### src/rtl/mux2_arbiter_if.sv
// mux2_arbiter_if: request/grant and data bundle for the shared 2:1 mux.
//   req_a, req_b   : level requests from requesters A and B
//   a, b           : requester data (DATA_W bits)
//   gnt_a, gnt_b   : registered one-hot grants (never both high)
//   slt_line       : registered mux select, 0 = a, 1 = b
//   out, out_valid : registered mux output and its valid flag
// master modport: requester/environment side; slave modport: arbiter side.
interface mux2_arbiter_if #(
  parameter int DATA_W = 1
);
  logic              req_a;
  logic              req_b;
  logic [DATA_W-1:0] a;
  logic [DATA_W-1:0] b;
  logic              gnt_a;
  logic              gnt_b;
  logic              slt_line;
  logic [DATA_W-1:0] out;
  logic              out_valid;

  modport master (
    output req_a, req_b, a, b,
    input  gnt_a, gnt_b, slt_line, out, out_valid
  );

  modport slave (
    input  req_a, req_b, a, b,
    output gnt_a, gnt_b, slt_line, out, out_valid
  );
endinterface

### src/rtl/mux2_arbiter.sv
// mux2_arbiter: round-robin arbiter sharing one registered 2:1 mux between
// requesters A and B. Each owner's tenure under contention is bounded to
// MAX_HOLD cycles; a lone owner keeps the mux indefinitely.
//   clk   : rising-edge clock
//   rst_n : asynchronous active-low reset
//   bus   : mux2_arbiter_if.slave (requests, data, grants, select, output)
module mux2_arbiter #(
  parameter int DATA_W   = 1,
  parameter int MAX_HOLD = 8
) (
  input  logic           clk,
  input  logic           rst_n,
  mux2_arbiter_if.slave  bus
);

  typedef enum logic [1:0] {
    IDLE  = 2'd0,
    OWN_A = 2'd1,
    OWN_B = 2'd2
  } state_t;

  localparam logic [7:0] HOLD_LAST = 8'(MAX_HOLD - 1);

  state_t            state, state_nxt;
  logic [7:0]        hold_cnt, hold_nxt;
  logic              last_is_b;
  logic              contended;
  logic              gnt_a_q, gnt_b_q, slt_q, valid_q;
  logic [DATA_W-1:0] out_q;

  always_comb begin
    state_nxt = state;
    case (state)
      IDLE: begin
        if (bus.req_a && bus.req_b) state_nxt = last_is_b ? OWN_A : OWN_B;
        else if (bus.req_a)         state_nxt = OWN_A;
        else if (bus.req_b)         state_nxt = OWN_B;
      end
      OWN_A: begin
        if (!bus.req_a)                            state_nxt = bus.req_b ? OWN_B : IDLE;
        else if (bus.req_b && hold_cnt == HOLD_LAST) state_nxt = OWN_B;
      end
      OWN_B: begin
        if (!bus.req_b)                            state_nxt = bus.req_a ? OWN_A : IDLE;
        else if (bus.req_a && hold_cnt == HOLD_LAST) state_nxt = OWN_A;
      end
      default: state_nxt = IDLE;
    endcase
  end

  // The counter only runs while the other side is waiting, so an
  // uncontested owner never times out.
  always_comb begin
    contended = ((state == OWN_A) && bus.req_b) || ((state == OWN_B) && bus.req_a);
    hold_nxt  = '0;
    if ((state_nxt != IDLE) && (state_nxt != state)) hold_nxt = '0;
    else if (contended)
      hold_nxt = (hold_cnt == HOLD_LAST) ? hold_cnt : hold_cnt + 8'd1;
  end

  always_ff @(posedge clk or negedge rst_n) begin
    if (!rst_n) begin
      state     <= IDLE;
      hold_cnt  <= '0;
      last_is_b <= 1'b1;
      gnt_a_q   <= 1'b0;
      gnt_b_q   <= 1'b0;
      slt_q     <= 1'b0;
    end else begin
      state    <= state_nxt;
      hold_cnt <= hold_nxt;
      gnt_a_q  <= (state_nxt == OWN_A);
      gnt_b_q  <= (state_nxt == OWN_B);
      if (state_nxt == OWN_A) begin
        slt_q     <= 1'b0;
        last_is_b <= 1'b0;
      end else if (state_nxt == OWN_B) begin
        slt_q     <= 1'b1;
        last_is_b <= 1'b1;
      end
    end
  end

  // Datapath lags the grant by one cycle; out holds while nobody owns the mux.
  always_ff @(posedge clk or negedge rst_n) begin
    if (!rst_n) begin
      out_q   <= '0;
      valid_q <= 1'b0;
    end else begin
      valid_q <= gnt_a_q | gnt_b_q;
      if (gnt_a_q | gnt_b_q) out_q <= slt_q ? bus.b : bus.a;
    end
  end

  assign bus.gnt_a     = gnt_a_q;
  assign bus.gnt_b     = gnt_b_q;
  assign bus.slt_line  = slt_q;
  assign bus.out       = out_q;
  assign bus.out_valid = valid_q;

endmodule
### src/flat_wrapper.sv
// flat-port wrapper written by rule: the top's interface ports become plain ports
module mux2_arbiter_flat 
#(
  parameter int DATA_W   = 1,
  parameter int MAX_HOLD = 8
)
  (clk, rst_n, bus_req_a, bus_req_b, bus_a, bus_b, bus_gnt_a, bus_gnt_b, bus_slt_line, bus_out, bus_out_valid);
  mux2_arbiter_if #(.DATA_W(DATA_W)) bus_i ();
  input  logic clk;
  input  logic rst_n;
  input wire logic [$bits(bus_i.req_a)-1:0] bus_req_a;
  input wire logic [$bits(bus_i.req_b)-1:0] bus_req_b;
  input wire logic [$bits(bus_i.a)-1:0] bus_a;
  input wire logic [$bits(bus_i.b)-1:0] bus_b;
  output wire logic [$bits(bus_i.gnt_a)-1:0] bus_gnt_a;
  output wire logic [$bits(bus_i.gnt_b)-1:0] bus_gnt_b;
  output wire logic [$bits(bus_i.slt_line)-1:0] bus_slt_line;
  output wire logic [$bits(bus_i.out)-1:0] bus_out;
  output wire logic [$bits(bus_i.out_valid)-1:0] bus_out_valid;
  assign bus_i.req_a = bus_req_a;
  assign bus_i.req_b = bus_req_b;
  assign bus_i.a = bus_a;
  assign bus_i.b = bus_b;
  assign bus_gnt_a = bus_i.gnt_a;
  assign bus_gnt_b = bus_i.gnt_b;
  assign bus_slt_line = bus_i.slt_line;
  assign bus_out = bus_i.out;
  assign bus_out_valid = bus_i.out_valid;
  mux2_arbiter #(.DATA_W(DATA_W), .MAX_HOLD(MAX_HOLD)) u_core (.clk(clk), .rst_n(rst_n), .bus(bus_i));
endmodule
### config.mk
export PLATFORM = sky130hd
export DESIGN_NAME = mux2_arbiter_flat
export DESIGN_NICKNAME = d
export VERILOG_FILES = /design/src/rtl/mux2_arbiter_if.sv /design/src/rtl/mux2_arbiter.sv /design/src/flat_wrapper.sv
export SDC_FILE = /design/constraint.sdc
export NUM_CORES = 1
export LEC_CHECK = 0
export CAP_MARGIN = 20
export CORE_MARGIN = 5
export CORE_UTILIZATION = 30
export DETAILED_ROUTE_END_ITERATION = 8
export GPL_TIMING_DRIVEN = 0
export PLACE_DENSITY_LB_ADDON = 0.25
export SETUP_SLACK_MARGIN = 0.5
export SYNTH_ARGS = -nofsm -noshare
export SYNTH_HDL_FRONTEND = slang
export SYNTH_SLANG_ARGS = --single-unit
### constraint.sdc
create_clock -name clk -period 2.9 [get_ports clk]
set_clock_uncertainty 0.05 [all_clocks]
set_input_delay 0.435 -clock clk [delete_from_list [all_inputs] [get_ports clk]]
set_output_delay 0.435 -clock clk [all_outputs]
set_load 0.02 [all_outputs]
==> results by stage <==
Drt:
- The routed wire length per instance is 13.0 um.
- The routed layout has 667 vias.
- The post-detailed-route count of antenna-violating nets is 0.
- The number of DRC violations after detailed-routing iteration 0 is 22.
- The total wire length after detailed routing is 1.73 mm.
- The DRC violation count after routing is 0.
- In the routed layout, each cell is associated on average with a via count of 5.02.
- The pre-antenna-repair detailed-routing pass consisted of 4 iterations.

Placed design:
- Once placement completed, the tool counted placed cells totaling 122.
- The final HPWL from detailed placement is 1.19 mm.
- The placer congestion estimate is 0.748.
- The area after detailed placement is 990 um2.
- The count of buffers from port buffering is 9.

Timing:
- The aggregate negative setup slack is 0 ns.
- Static timing analysis puts the maximum clock frequency at 0.420 GHz.
- The worst path uses 82.1% of the clock period.
- The final number of max-transition violations is 0.
- Measured against its own limit, the worst slew margin works out to 51.6%.
- The transition time at the pin with the least slew margin is 0.724 ns.
- Setup repair after global routing could not meet its margin everywhere.
- The number of endpoints failing setup at the final stage is 0.
- The count of final hold-check violations is 0.
- The clock period minus worst slack is 2.38 ns.

Hold path:
- The beginning of the worst hold path is u_core.bus.out.
- The min-delay analysis places its worst path in the category flip-flop to flip-flop.

Synthesis:
- The top cell type by area accounts for 43.6% of the synthesized area.
- After synthesis, the cell types taking the most area are sky130_fd_sc_hd__dfrtp_1, sky130_fd_sc_hd__ha_1, sky130_fd_sc_hd__xnor2_1.
- The count of warnings emitted by yosys is 0.
- After synthesis, the share of flip-flops with an asynchronous set or reset is 100%.
- The number of unique standard cell types used by synthesis is 30.
- The flip-flop cell with the highest count after synthesis is sky130_fd_sc_hd__dfrtp_1.
- The number of flops mapped to enable cells by yosys is 0.
- The most common cell in the netlist is sky130_fd_sc_hd__dfrtp_1.
- Summed over all instances, the cell type with the most area after synthesis is sky130_fd_sc_hd__dfrtp_1.
- The commonest cells after synthesis are sky130_fd_sc_hd__dfrtp_1, sky130_fd_sc_hd__nand2_1, sky130_fd_sc_hd__nor2_1.
- Each instance of the synthesized netlist takes up on average 10.5 um2.
- The synthesized design contains 16 register bits.
- The synthesized net count is 92.
- The synthesized netlist occupies a cell area of 861 um2.
- The sequential area share after synthesis is 46.7%.
- The cell count after synthesis came out at 82.

Layout:
- The total of fill cells in the finished design is 287.
- The diode insertion count for antenna repair is 0.
- After the last flow step, the layout net total stands at 113.
- The area growth from synthesis to layout is 30.1%.
- In the final layout, the share of cells above drive strength 1 is 25.5%.
- The count of cells in the finished layout, fillers not included, comes to 133.
- The cell area after layout is 1120 um2.

Pwr:
- The peak supply drop is 412 uV.
- The leakage power figure is 0.469 nW.
- For this design the ratio of total power to cell area is 614 nW/um2.
- The power after layout is 0.687 mW.

Global route:
- The first-pass GRT wire length is 2.93 mm.
- The initial antenna violation count is 0.
- Global routing used 8.99% of the available tracks.
- After global routing the overflow that remains totals 0.
- The maximum number of pins on one net before global-route repair is 17.
- The via count of the first global-routing pass came to 680.

Setup path:
- The start point of the critical path is u_core.hold_cnt[1].
- For the worst setup path, the data arrival time is 2.51 ns.
- The type of the worst setup path is flip-flop to flip-flop.
- The largest driver fanout on the critical path is 4.
- STA classifies the critical path startpoint as a flip-flop.
- The required time reported for the critical path endpoint is 3.03 ns.
- The startpoint identified for the worst register-to-register timing path is u_core.hold_cnt[1].
- The worst setup path is captured at a flip-flop.

Clock network:
- The largest buffer count on any clock path is 2.
- The buffer type at the clock tree root is sky130_fd_sc_hd__clkbuf_4.
- The clock reaches the later pin of the worst-skew pair after 0.29 ns.
- TritonCTS built the clock tree.
- The maximum level of the CTS H-tree is 1.
- The number of buffers created by CTS is 3.
- The clock net in this run drives a total of 16 sinks.
- The clock-pin transition on the worst setup and hold timing paths is 0.10 ns.

Die:
- Once the floorplan was initialized, standard cells occupied 31.2% of the core.
- The floorplan step defined a die boundary enclosing 4040 um2.
- 11 I/O pins were placed.
- The area of the core region is 2760 um2.
- The die is 63.6 um tall.
- The die width is 63.6 um.
- The row count is 19.

Status:
- The run finished with clean final reports.

Job:
- Max-cap violations in this run came to 0.
-- critical path, stage by stage (launching register included) --
cell	delay, ns
sky130_fd_sc_hd__dfrtp_1	0.43
sky130_fd_sc_hd__ha_4	0.19
sky130_fd_sc_hd__and4bb_4	0.20
sky130_fd_sc_hd__and2_4	0.18
sky130_fd_sc_hd__and3_4	0.18
sky130_fd_sc_hd__a311o_1	0.34
sky130_fd_sc_hd__ha_2	0.22
sky130_fd_sc_hd__or2_0	0.25
sky130_fd_sc_hd__o21ai_1	0.18
sky130_fd_sc_hd__a21oi_1	0.06
-- per-stage QoR --
| stage | util (%) | hold WS, ns | setup slack (ns) |
|---|---|---|---|
| 5_1_grt | 40.6 | 0.471 | 0.384 |
| 2_1_floorplan | - | 0.0894 | 0.523 |
| 4_1_cts | 38.1 | 0.448 | 0.502 |
| 3_3_place_gp | 35.9 | 0.419 | 0.104 |
| 3_5_place_dp | 35.9 | 0.420 | 0.0205 |
| 6_report | 40.6 | 0.450 | 0.519 |
-- where the power goes --
part,internal [mW],total [mW],leakage (nW),switching (mW)
clock,0.0764,0.147,0.0210,0.0708
sequential,0.267,0.291,0.207,0.0242
combinational,0.124,0.250,0.240,0.126
-- path summary, 6_finish.rpt --
| check | endpoint | slack, ns | cells after the start |
|---|---|---|---|
| max in group asynchronous | u_core.bus.out | 1.81 | 1 |
| hold reg to reg | u_core.bus.out | 0.45 | 2 |
| min in group asynchronous | u_core.hold_cnt[0] | 0.52 | 1 |
| setup / recovery | u_core.hold_cnt[2] | 0.52 | 9 |
| setup reg to reg | u_core.hold_cnt[2] | 0.52 | 9 |
| hold / removal | u_core.bus.out | 0.45 | 2 |
-- cell families after synthesis --
kind of cell,synth area share [%]
multiplexers,3.49
XOR/XNOR,7.12
AO/OA/AOI/OAI,10.2
adder cells (fa/ha/maj),5.81
buffers and inverters,3.05
AND/OR/NAND/NOR,23.7
flip-flops,46.7
-- cells in the final DEF (no fill, tap or decap), types with 2 or more instances in the layout --
master,count
sky130_fd_sc_hd__buf_4,7
sky130_fd_sc_hd__inv_1,3
sky130_fd_sc_hd__buf_2,2
sky130_fd_sc_hd__ha_1,2
sky130_fd_sc_hd__and2_1,2
sky130_fd_sc_hd__or4b_1,2
sky130_fd_sc_hd__clkbuf_4,3
sky130_fd_sc_hd__o21ai_1,2
sky130_fd_sc_hd__nand3_1,5
sky130_fd_sc_hd__a21oi_1,2
sky130_fd_sc_hd__xor2_1,2
sky130_fd_sc_hd__nor2_1,7
sky130_fd_sc_hd__xnor2_1,5
sky130_fd_sc_hd__nand4b_1,2
sky130_fd_sc_hd__dfrtp_1,15
sky130_fd_sc_hd__nand2_1,8
sky130_fd_sc_hd__clkdlybuf4s50_1,8
sky130_fd_sc_hd__mux2i_1,2
-- metal layers --
metal,global-route usage [%],part of all wire (%),vias to the layer above
li1,-,-,330
met1,10.2,45,322
met2,15.1,51,13
met3,2.84,3.8,2
met4,4.42,0.81,0
met5,0,0,-
-- layout make-up --
class	instances	area, um2	area share (%)
Inverter	3	11.3	1.01
Sequential cell	16	402	35.9
Clock buffer	4	36.3	3.24
Buffer	3	15.0	1.34
Tap cell	31	38.8	3.46
Timing Repair Buffer	16	141	12.6
Multi-Input combinational cell	60	475	42.5
-- state kept, by name (all words and copies together) (netlist names) --
register,flops
u_core.bus.gnt_a,1
u_core.hold_cnt,8
u_core.bus.gnt_b,1
u_core.state,2
u_core.bus.out_valid,1
u_core.last_is_b,1
u_core.bus.slt_line,1
u_core.bus.out,1
-- timing repair --
| item | CTS | global route |
|---|---|---|
| pin swaps | 2 | 9 |
| hold buffers | 0 | 0 |
| resized for setup | 5 | 7 |
| setup endpoints to repair | 8 | 8 |
| setup buffers | 2 | 5 |
(Power assumes the default switching activity.)
